==> src/rtl/alu_share_arbiter_pkg.sv <==
// Shared constants for the two-requester ALU share arbiter: opcodes, the
// legal-opcode limit and the FSM state encoding.
package alu_share_arbiter_pkg;

    localparam logic [3:0] OP_AND   = 4'd0;
    localparam logic [3:0] OP_OR    = 4'd1;
    localparam logic [3:0] OP_NAND  = 4'd2;
    localparam logic [3:0] OP_NOR   = 4'd3;
    localparam logic [3:0] OP_ADDU  = 4'd4;
    localparam logic [3:0] OP_SUBU  = 4'd5;
    localparam logic [3:0] OP_SLT   = 4'd6;
    localparam logic [3:0] OP_EQUAL = 4'd7;
    localparam logic [3:0] OP_SRA   = 4'd8;
    localparam logic [3:0] OP_SRAV  = 4'd9;
    localparam logic [3:0] OP_LUI   = 4'd10;
    localparam logic [3:0] OP_SLTU  = 4'd11;

    // Opcodes at or above this value are flagged as errors.
    localparam int OP_LIMIT = 12;

    typedef enum logic [1:0] {
        ST_IDLE = 2'd0,
        ST_BUSY = 2'd1,
        ST_HOLD = 2'd2
    } state_e;

endpackage

==> src/rtl/alu_share_arbiter_if.sv <==
// Bundle of requester, shared-ALU and response signals around the arbiter.
// slave = arbiter side, master = environment (requesters, ALU, consumer).
interface alu_share_arbiter_if #(
    parameter int DATA_W = 32,
    parameter int CTRL_W = 4
);
    logic [1:0]        req_valid_i;
    logic [1:0]        req_ready_o;
    logic [DATA_W-1:0] req0_src1_i;
    logic [DATA_W-1:0] req0_src2_i;
    logic [CTRL_W-1:0] req0_ctrl_i;
    logic [DATA_W-1:0] req1_src1_i;
    logic [DATA_W-1:0] req1_src2_i;
    logic [CTRL_W-1:0] req1_ctrl_i;
    logic [DATA_W-1:0] alu_src1_o;
    logic [DATA_W-1:0] alu_src2_o;
    logic [CTRL_W-1:0] alu_ctrl_o;
    logic [DATA_W-1:0] alu_result_i;
    logic              alu_zero_i;
    logic              rsp_valid_o;
    logic              rsp_ready_i;
    logic              rsp_id_o;
    logic [DATA_W-1:0] rsp_data_o;
    logic              rsp_zero_o;
    logic              rsp_err_o;

    modport slave (
        input  req_valid_i, req0_src1_i, req0_src2_i, req0_ctrl_i,
               req1_src1_i, req1_src2_i, req1_ctrl_i,
               alu_result_i, alu_zero_i, rsp_ready_i,
        output req_ready_o, alu_src1_o, alu_src2_o, alu_ctrl_o,
               rsp_valid_o, rsp_id_o, rsp_data_o, rsp_zero_o, rsp_err_o
    );

    modport master (
        output req_valid_i, req0_src1_i, req0_src2_i, req0_ctrl_i,
               req1_src1_i, req1_src2_i, req1_ctrl_i,
               alu_result_i, alu_zero_i, rsp_ready_i,
        input  req_ready_o, alu_src1_o, alu_src2_o, alu_ctrl_o,
               rsp_valid_o, rsp_id_o, rsp_data_o, rsp_zero_o, rsp_err_o
    );

endinterface

==> src/rtl/alu_share_arbiter_picker.sv <==
// alu_arb_picker: combinational two-way grant. A lone valid wins; on a tie the
// requester that was not granted last wins (last_grant_i=1 favours requester 0).
module alu_arb_picker (
    input  logic [1:0] req_valid_i,
    input  logic       last_grant_i,
    output logic [1:0] grant_o
);

    always_comb begin
        grant_o = req_valid_i;
        if (&req_valid_i) begin
            grant_o = last_grant_i ? 2'b01 : 2'b10;
        end
    end

endmodule

==> src/rtl/alu_share_arbiter.sv <==
// Shares one combinational ALU between two requesters; IDLE/BUSY/HOLD FSM.
// Define ALU_ARB_ROUND_ROBIN_EN for round-robin ties, else requester 0 wins.
module alu_share_arbiter
    import alu_share_arbiter_pkg::*;
#(
    parameter int DATA_W = 32,
    parameter int CTRL_W = 4
) (
    input  logic                clk_i,
    input  logic                rst_n,
    alu_share_arbiter_if.slave  bus
);

    state_e            state_q, state_d;
    logic [DATA_W-1:0] src1_q, src1_d;
    logic [DATA_W-1:0] src2_q, src2_d;
    logic [CTRL_W-1:0] ctrl_q, ctrl_d;
    logic              id_q, id_d;
    logic [DATA_W-1:0] rsp_data_q, rsp_data_d;
    logic              rsp_id_q, rsp_id_d;
    logic              rsp_zero_q, rsp_zero_d;
    logic              rsp_err_q, rsp_err_d;

    logic [1:0] grant;
    logic       last_grant;
    logic       xfer;
    logic       xfer_id;

`ifdef ALU_ARB_ROUND_ROBIN_EN
    logic last_grant_q;

    always_ff @(posedge clk_i) begin
        if (!rst_n) begin
            last_grant_q <= 1'b1;
        end else if (xfer) begin
            last_grant_q <= xfer_id;
        end
    end

    assign last_grant = last_grant_q;
`else
    assign last_grant = 1'b1;
`endif

    alu_arb_picker u_picker (
        .req_valid_i  (bus.req_valid_i),
        .last_grant_i (last_grant),
        .grant_o      (grant)
    );

    // Ready is masked by reset so nothing is offered while rst_n is low.
    for (genvar gi = 0; gi < 2; gi++) begin : g_ready
        assign bus.req_ready_o[gi] = rst_n && (state_q == ST_IDLE) && grant[gi];
    end

    assign xfer    = |(bus.req_valid_i & bus.req_ready_o);
    assign xfer_id = bus.req_ready_o[1];

    always_comb begin
        state_d    = state_q;
        src1_d     = src1_q;
        src2_d     = src2_q;
        ctrl_d     = ctrl_q;
        id_d       = id_q;
        rsp_data_d = rsp_data_q;
        rsp_id_d   = rsp_id_q;
        rsp_zero_d = rsp_zero_q;
        rsp_err_d  = rsp_err_q;
        case (state_q)
            ST_IDLE: begin
                if (xfer) begin
                    state_d = ST_BUSY;
                    src1_d  = xfer_id ? bus.req1_src1_i : bus.req0_src1_i;
                    src2_d  = xfer_id ? bus.req1_src2_i : bus.req0_src2_i;
                    ctrl_d  = xfer_id ? bus.req1_ctrl_i : bus.req0_ctrl_i;
                    id_d    = xfer_id;
                end
            end
            ST_BUSY: begin
                state_d  = ST_HOLD;
                rsp_id_d = id_q;
                // Illegal opcodes still drive the ALU but get a fixed error result.
                if (ctrl_q >= CTRL_W'(OP_LIMIT)) begin
                    rsp_data_d = '0;
                    rsp_zero_d = 1'b1;
                    rsp_err_d  = 1'b1;
                end else begin
                    rsp_data_d = bus.alu_result_i;
                    rsp_zero_d = bus.alu_zero_i;
                    rsp_err_d  = 1'b0;
                end
            end
            ST_HOLD: begin
                if (bus.rsp_ready_i) begin
                    state_d = ST_IDLE;
                end
            end
            default: state_d = ST_IDLE;
        endcase
    end

    always_ff @(posedge clk_i) begin
        if (!rst_n) begin
            state_q    <= ST_IDLE;
            src1_q     <= '0;
            src2_q     <= '0;
            ctrl_q     <= '0;
            id_q       <= 1'b0;
            rsp_data_q <= '0;
            rsp_id_q   <= 1'b0;
            rsp_zero_q <= 1'b0;
            rsp_err_q  <= 1'b0;
        end else begin
            state_q    <= state_d;
            src1_q     <= src1_d;
            src2_q     <= src2_d;
            ctrl_q     <= ctrl_d;
            id_q       <= id_d;
            rsp_data_q <= rsp_data_d;
            rsp_id_q   <= rsp_id_d;
            rsp_zero_q <= rsp_zero_d;
            rsp_err_q  <= rsp_err_d;
        end
    end

    assign bus.alu_src1_o  = (state_q == ST_BUSY) ? src1_q : '0;
    assign bus.alu_src2_o  = (state_q == ST_BUSY) ? src2_q : '0;
    assign bus.alu_ctrl_o  = (state_q == ST_BUSY) ? ctrl_q : '0;
    assign bus.rsp_valid_o = (state_q == ST_HOLD);
    assign bus.rsp_id_o    = rsp_id_q;
    assign bus.rsp_data_o  = rsp_data_q;
    assign bus.rsp_zero_o  = rsp_zero_q;
    assign bus.rsp_err_o   = rsp_err_q;

endmodule
==> src/flat_wrapper.sv <==
// flat-port wrapper written by rule: the top's interface ports become plain ports
module alu_share_arbiter_flat import alu_share_arbiter_pkg::*;
#(
    parameter int DATA_W = 32,
    parameter int CTRL_W = 4
)
  (clk_i, rst_n, bus_req_valid_i, bus_req0_src1_i, bus_req0_src2_i, bus_req0_ctrl_i, bus_req1_src1_i, bus_req1_src2_i, bus_req1_ctrl_i, bus_alu_result_i, bus_alu_zero_i, bus_rsp_ready_i, bus_req_ready_o, bus_alu_src1_o, bus_alu_src2_o, bus_alu_ctrl_o, bus_rsp_valid_o, bus_rsp_id_o, bus_rsp_data_o, bus_rsp_zero_o, bus_rsp_err_o);
  alu_share_arbiter_if #(.DATA_W(DATA_W), .CTRL_W(CTRL_W)) bus_i ();
  input  logic clk_i;
  input  logic rst_n;
  input wire logic [$bits(bus_i.req_valid_i)-1:0] bus_req_valid_i;
  input wire logic [$bits(bus_i.req0_src1_i)-1:0] bus_req0_src1_i;
  input wire logic [$bits(bus_i.req0_src2_i)-1:0] bus_req0_src2_i;
  input wire logic [$bits(bus_i.req0_ctrl_i)-1:0] bus_req0_ctrl_i;
  input wire logic [$bits(bus_i.req1_src1_i)-1:0] bus_req1_src1_i;
  input wire logic [$bits(bus_i.req1_src2_i)-1:0] bus_req1_src2_i;
  input wire logic [$bits(bus_i.req1_ctrl_i)-1:0] bus_req1_ctrl_i;
  input wire logic [$bits(bus_i.alu_result_i)-1:0] bus_alu_result_i;
  input wire logic [$bits(bus_i.alu_zero_i)-1:0] bus_alu_zero_i;
  input wire logic [$bits(bus_i.rsp_ready_i)-1:0] bus_rsp_ready_i;
  output wire logic [$bits(bus_i.req_ready_o)-1:0] bus_req_ready_o;
  output wire logic [$bits(bus_i.alu_src1_o)-1:0] bus_alu_src1_o;
  output wire logic [$bits(bus_i.alu_src2_o)-1:0] bus_alu_src2_o;
  output wire logic [$bits(bus_i.alu_ctrl_o)-1:0] bus_alu_ctrl_o;
  output wire logic [$bits(bus_i.rsp_valid_o)-1:0] bus_rsp_valid_o;
  output wire logic [$bits(bus_i.rsp_id_o)-1:0] bus_rsp_id_o;
  output wire logic [$bits(bus_i.rsp_data_o)-1:0] bus_rsp_data_o;
  output wire logic [$bits(bus_i.rsp_zero_o)-1:0] bus_rsp_zero_o;
  output wire logic [$bits(bus_i.rsp_err_o)-1:0] bus_rsp_err_o;
  assign bus_i.req_valid_i = bus_req_valid_i;
  assign bus_i.req0_src1_i = bus_req0_src1_i;
  assign bus_i.req0_src2_i = bus_req0_src2_i;
  assign bus_i.req0_ctrl_i = bus_req0_ctrl_i;
  assign bus_i.req1_src1_i = bus_req1_src1_i;
  assign bus_i.req1_src2_i = bus_req1_src2_i;
  assign bus_i.req1_ctrl_i = bus_req1_ctrl_i;
  assign bus_i.alu_result_i = bus_alu_result_i;
  assign bus_i.alu_zero_i = bus_alu_zero_i;
  assign bus_i.rsp_ready_i = bus_rsp_ready_i;
  assign bus_req_ready_o = bus_i.req_ready_o;
  assign bus_alu_src1_o = bus_i.alu_src1_o;
  assign bus_alu_src2_o = bus_i.alu_src2_o;
  assign bus_alu_ctrl_o = bus_i.alu_ctrl_o;
  assign bus_rsp_valid_o = bus_i.rsp_valid_o;
  assign bus_rsp_id_o = bus_i.rsp_id_o;
  assign bus_rsp_data_o = bus_i.rsp_data_o;
  assign bus_rsp_zero_o = bus_i.rsp_zero_o;
  assign bus_rsp_err_o = bus_i.rsp_err_o;
  alu_share_arbiter #(.DATA_W(DATA_W), .CTRL_W(CTRL_W)) u_core (.clk_i(clk_i), .rst_n(rst_n), .bus(bus_i));
endmodule
==> config.mk <==
export PLATFORM = sky130hd
export DESIGN_NAME = alu_share_arbiter_flat
export DESIGN_NICKNAME = d
export VERILOG_FILES = /design/src/rtl/alu_share_arbiter_pkg.sv /design/src/rtl/alu_share_arbiter_if.sv /design/src/rtl/alu_share_arbiter_picker.sv /design/src/rtl/alu_share_arbiter.sv /design/src/flat_wrapper.sv
export SDC_FILE = /design/constraint.sdc
export NUM_CORES = 1
export LEC_CHECK = 0
export BUFFER_PORTS_ARGS = -buffer_cell sky130_fd_sc_hd__buf_2
export CORE_ASPECT_RATIO = 1.4
export CORE_MARGIN = 3
export CORE_UTILIZATION = 37
export DETAILED_ROUTE_END_ITERATION = 10
export GPL_TIMING_DRIVEN = 1
export PLACE_DENSITY = 0.68
export RECOVER_POWER = 50
export SLEW_MARGIN = 20
export SYNTH_ARGS = -nofsm -noshare
export SYNTH_HDL_FRONTEND = slang
export SYNTH_SLANG_ARGS = --single-unit
==> constraint.sdc <==
create_clock -name clk_i -period 1.8 [get_ports clk_i]
set_clock_uncertainty 0.2 [all_clocks]
set_input_delay 0.09 -clock clk_i [delete_from_list [all_inputs] [get_ports clk_i]]
set_output_delay 0.09 -clock clk_i [all_outputs]
set_load 0.05 [all_outputs]
==> metrics.md <==
| Metric | Value |
|---|---|
| Final ANT Viol Nets | `0` |
| Fin crit share | `1.07` |
| Inst Count DP | `965` |
| Clk Latency, worst-skew pair | `0.34 ns` |
| Most common cell after layout, fill and taps aside | `buf_2` |
| Final Hold Viols | `1` |
| Tmin final | `1.93 ns` |
| Remaining DRCs | `0` |
| Global-route wire length before repair | `32,300 um` |
| Clk buf depth | `2` |
| Total congestion overflow | `0` |
| First-pass DRT Iterations | `5` |
| Failing checks | `hold timing, setup timing` |
| Clock root buffer | `clkbuf_16` |
| Initial antenna violation count | `2` |
| Max-Cap Viols | `0` |
| Slew Viols, Final | `0` |
| CTS clk-pin slew, worst paths | `0.07 ns` |
| Syn avg cell area | `9.30 um2` |
| Synth async-reset ratio | `0` |
| Die X-Extent | `105 um` |
| LEAKAGE | `3.98 nW` |
| Cts bufs inserted | `9` |
| Most frequent cell on the critical path | `buf_8` |
| Yosys top cell by area | `dfxtp_1` |
| Post-synth EDFFs | `0` |
| Critical path required time | `1.51 ns` |
| Min-delay worst type | `input pin to flip-flop` |
| Area delta synth->final | `77.6%` |
| Nets | `1,093` |
| Largest net degree at the start of global routing | `56` |
| Clock Sinks | `106` |
| CP max FO | `7` |
| Hold Slack | `-0.00512 ns` |
| Maximum vdd drop | `0.440 mV` |
| Worst setup EP type | `output pin` |
| Top cells by area, synth | `dfxtp_1 41%, o221a_2 15%, a2bb2oi_1 9.2%` |
| Finish-stage setup viols | `64` |
| Dpl hpwl | `12,100 um` |
| Slew HR | `0.405` |
| Total wire length | `21,300 um` |
| Met3 capacity usage during global routing | `0.0570` |
| Worst stage delay on the critical path | `0.35 ns` |
| H-tree levels | `3` |
| Slew @ Worst Pin | `0.887 ns` |
| DR iter-0 viols | `317` |
| YS warnings | `0` |
| CP Cell Sequence | `buf_6, nor2b_4, buf_8, buf_12, buf_16, and2_4, buf_8` |
| Post-Syn Area | `0.00512 mm2` |
| Unrepaired setup endpoints after global routing | `true` |
| Routed vias/inst | `5.36` |
| Vias in the first global route | `6,250` |
| Fmax | `0.518 GHz` |
| Synth Register Bits | `106` |
| Post-Layout Cell Count | `1,108` |
| Status | `finished with violations` |
| Placement Rows | `50` |
| Post-synth cell types | `25` |
| Startpoint types | `flip-flop` |
| Routed vias | `5,935` |
| Synth Flop Type | `dfxtp_1` |
| Syn Nets | `725` |
| Sequential area share after synthesis | `0.414` |
| WL per Instance | `19.2 um` |
| Core Footprint | `0.0135 mm2` |
| Final Power | `7.16 mW` |
| Die Span Y | `145 um` |
| Post-route setup slack | `-0.130 ns` |
| CTS tree | `done` |
| PortBufs | `279` |
| Met2 Use GR | `0.461` |
| Post-Syn Instances | `551` |
| Die area | `0.0153 mm2` |
| P per Cell Area | `787 mW/mm2` |
| Crit Path Class | `flip-flop to output pin` |
| Share of cells above drive strength 1 | `0.479` |
| I/O pins | `280` |
| Delay-heaviest family, CP | `buffers and inverters` |
| Total track usage | `0.261` |
| CP Data Arrival Time | `1.64 ns` |
| Crit path buf inv count | `5` |
| Placer Congestion | `0.794` |
| Slowest-stage cell, CP | `dfxtp_4` |
| Initial core utilization | `0.381` |
| Met1 Resource Use GR | `0.304` |
| Top cell type's share of synthesized area | `0.414` |
| Most frequent cells in the layout | `173 x buf_2, 104 x dfxtp_1, 100 x dlygate4sd3_1` |
| Grt peak-use layer | `met2` |
| Setup TNS | `-4.24 ns` |
==> through the flow <==
| step | worst slack [ns] | utilization | area, um2 |
|---|---|---|---|
| after floorplan | 0.0539 | - | 5120 |
| after global placement | -0.120 | 0.499 | 6710 |
| after detailed placement | -0.171 | 0.499 | 6710 |
| after CTS | -0.197 | 0.678 | 9120 |
| after global routing | -0.181 | 0.676 | 9100 |
| final | -0.130 | 0.676 | 9100 |
==> area by class of cell <==
type,instances,area [um2]
Sequential cell,106,2130
Clock buffer,12,236
Fill cell,1001,4350
Clock inverter,4,52.6
Antenna cell,2,5.00
Multi-Input combinational cell,379,2860
Timing Repair Buffer,422,3580
Tap cell,182,228
Inverter,1,3.75
==> cells in the mapped netlist, types with 2 or more instances <==
library cell,n
nand2b_1,2
buf_2,24
o22a_1,14
nor2_1,58
a21oi_1,2
clkbuf_1,28
nor2b_1,3
dfxtp_1,106
clkbuf_2,4
a21boi_1,4
and2_1,68
buf_4,4
buf_6,6
nand3_1,32
a21boi_0,29
a2bb2oi_1,54
o221a_2,69
nand2_1,37
==> layer usage <==
metal / vias up / wire length (um)
li1: 2764 / -
met1: 2799 / 8080
met2: 313 / 11000
met3: 59 / 1440
met4: 0 / 743
met5: - / 0
==> path summary, 6_finish.rpt <==
kind / from / endpoint / slack [ns] / depth (start not counted)
max: u_core.state_q[0] / bus_alu_src1_o[23] / -0.13 / 7
min: bus_req1_src1_i[10] / u_core.src1_q[10] / -0.005 / 4
max reg2reg: u_core.state_q[1] / u_core.src2_q[28] / 0.02 / 3
min reg2reg: u_core.bus.rsp_data_o[18] / u_core.bus.rsp_data_o[18] / 0.26 / 2
==> state kept, by name, summed over array words and instances, names as in the netlist <==
register               cells
u_core.bus.rsp_data_o     32
u_core.bus.rsp_err_o       1
u_core.bus.rsp_id_o        1
u_core.bus.rsp_zero_o      1
u_core.ctrl_q              4
u_core.id_q                1
u_core.src1_q             32
u_core.src2_q             32
u_core.state_q             2
==> cells by family after synthesis <==
group,count (synthesis),share of synthesized area
AO/OA/AOI/OAI,175,0.322
buffers and inverters,67,0.0677
flip-flops,106,0.414
AND/OR/NAND/NOR,203,0.196
==> repair_timing <==
| action | CTS | global route |
|---|---|---|
| hold buffers | 91 | 9 |
| pin swaps | 22 | 11 |
| endpoints found under the hold margin | 80 | 18 |
| gates cloned | 8 | 1 |
| resized for setup | 268 | 18 |
| setup buffers | 16 | 8 |
| setup endpoints to repair | 115 | 170 |
==> where the power goes <==
part	leakage [nW]	switching (mW)	internal (mW)
clock	0.129	0.862	1.08
sequential	0.880	0.147	2.59
combinational	2.97	1.29	1.18
==> worst min-delay path: stages <==
cell and delay (ns):
buf_2 0.08, nor2_1 0.03, a2bb2oi_1 0.12, o221a_2 0.19
Power figures use the tool's default switching activity.
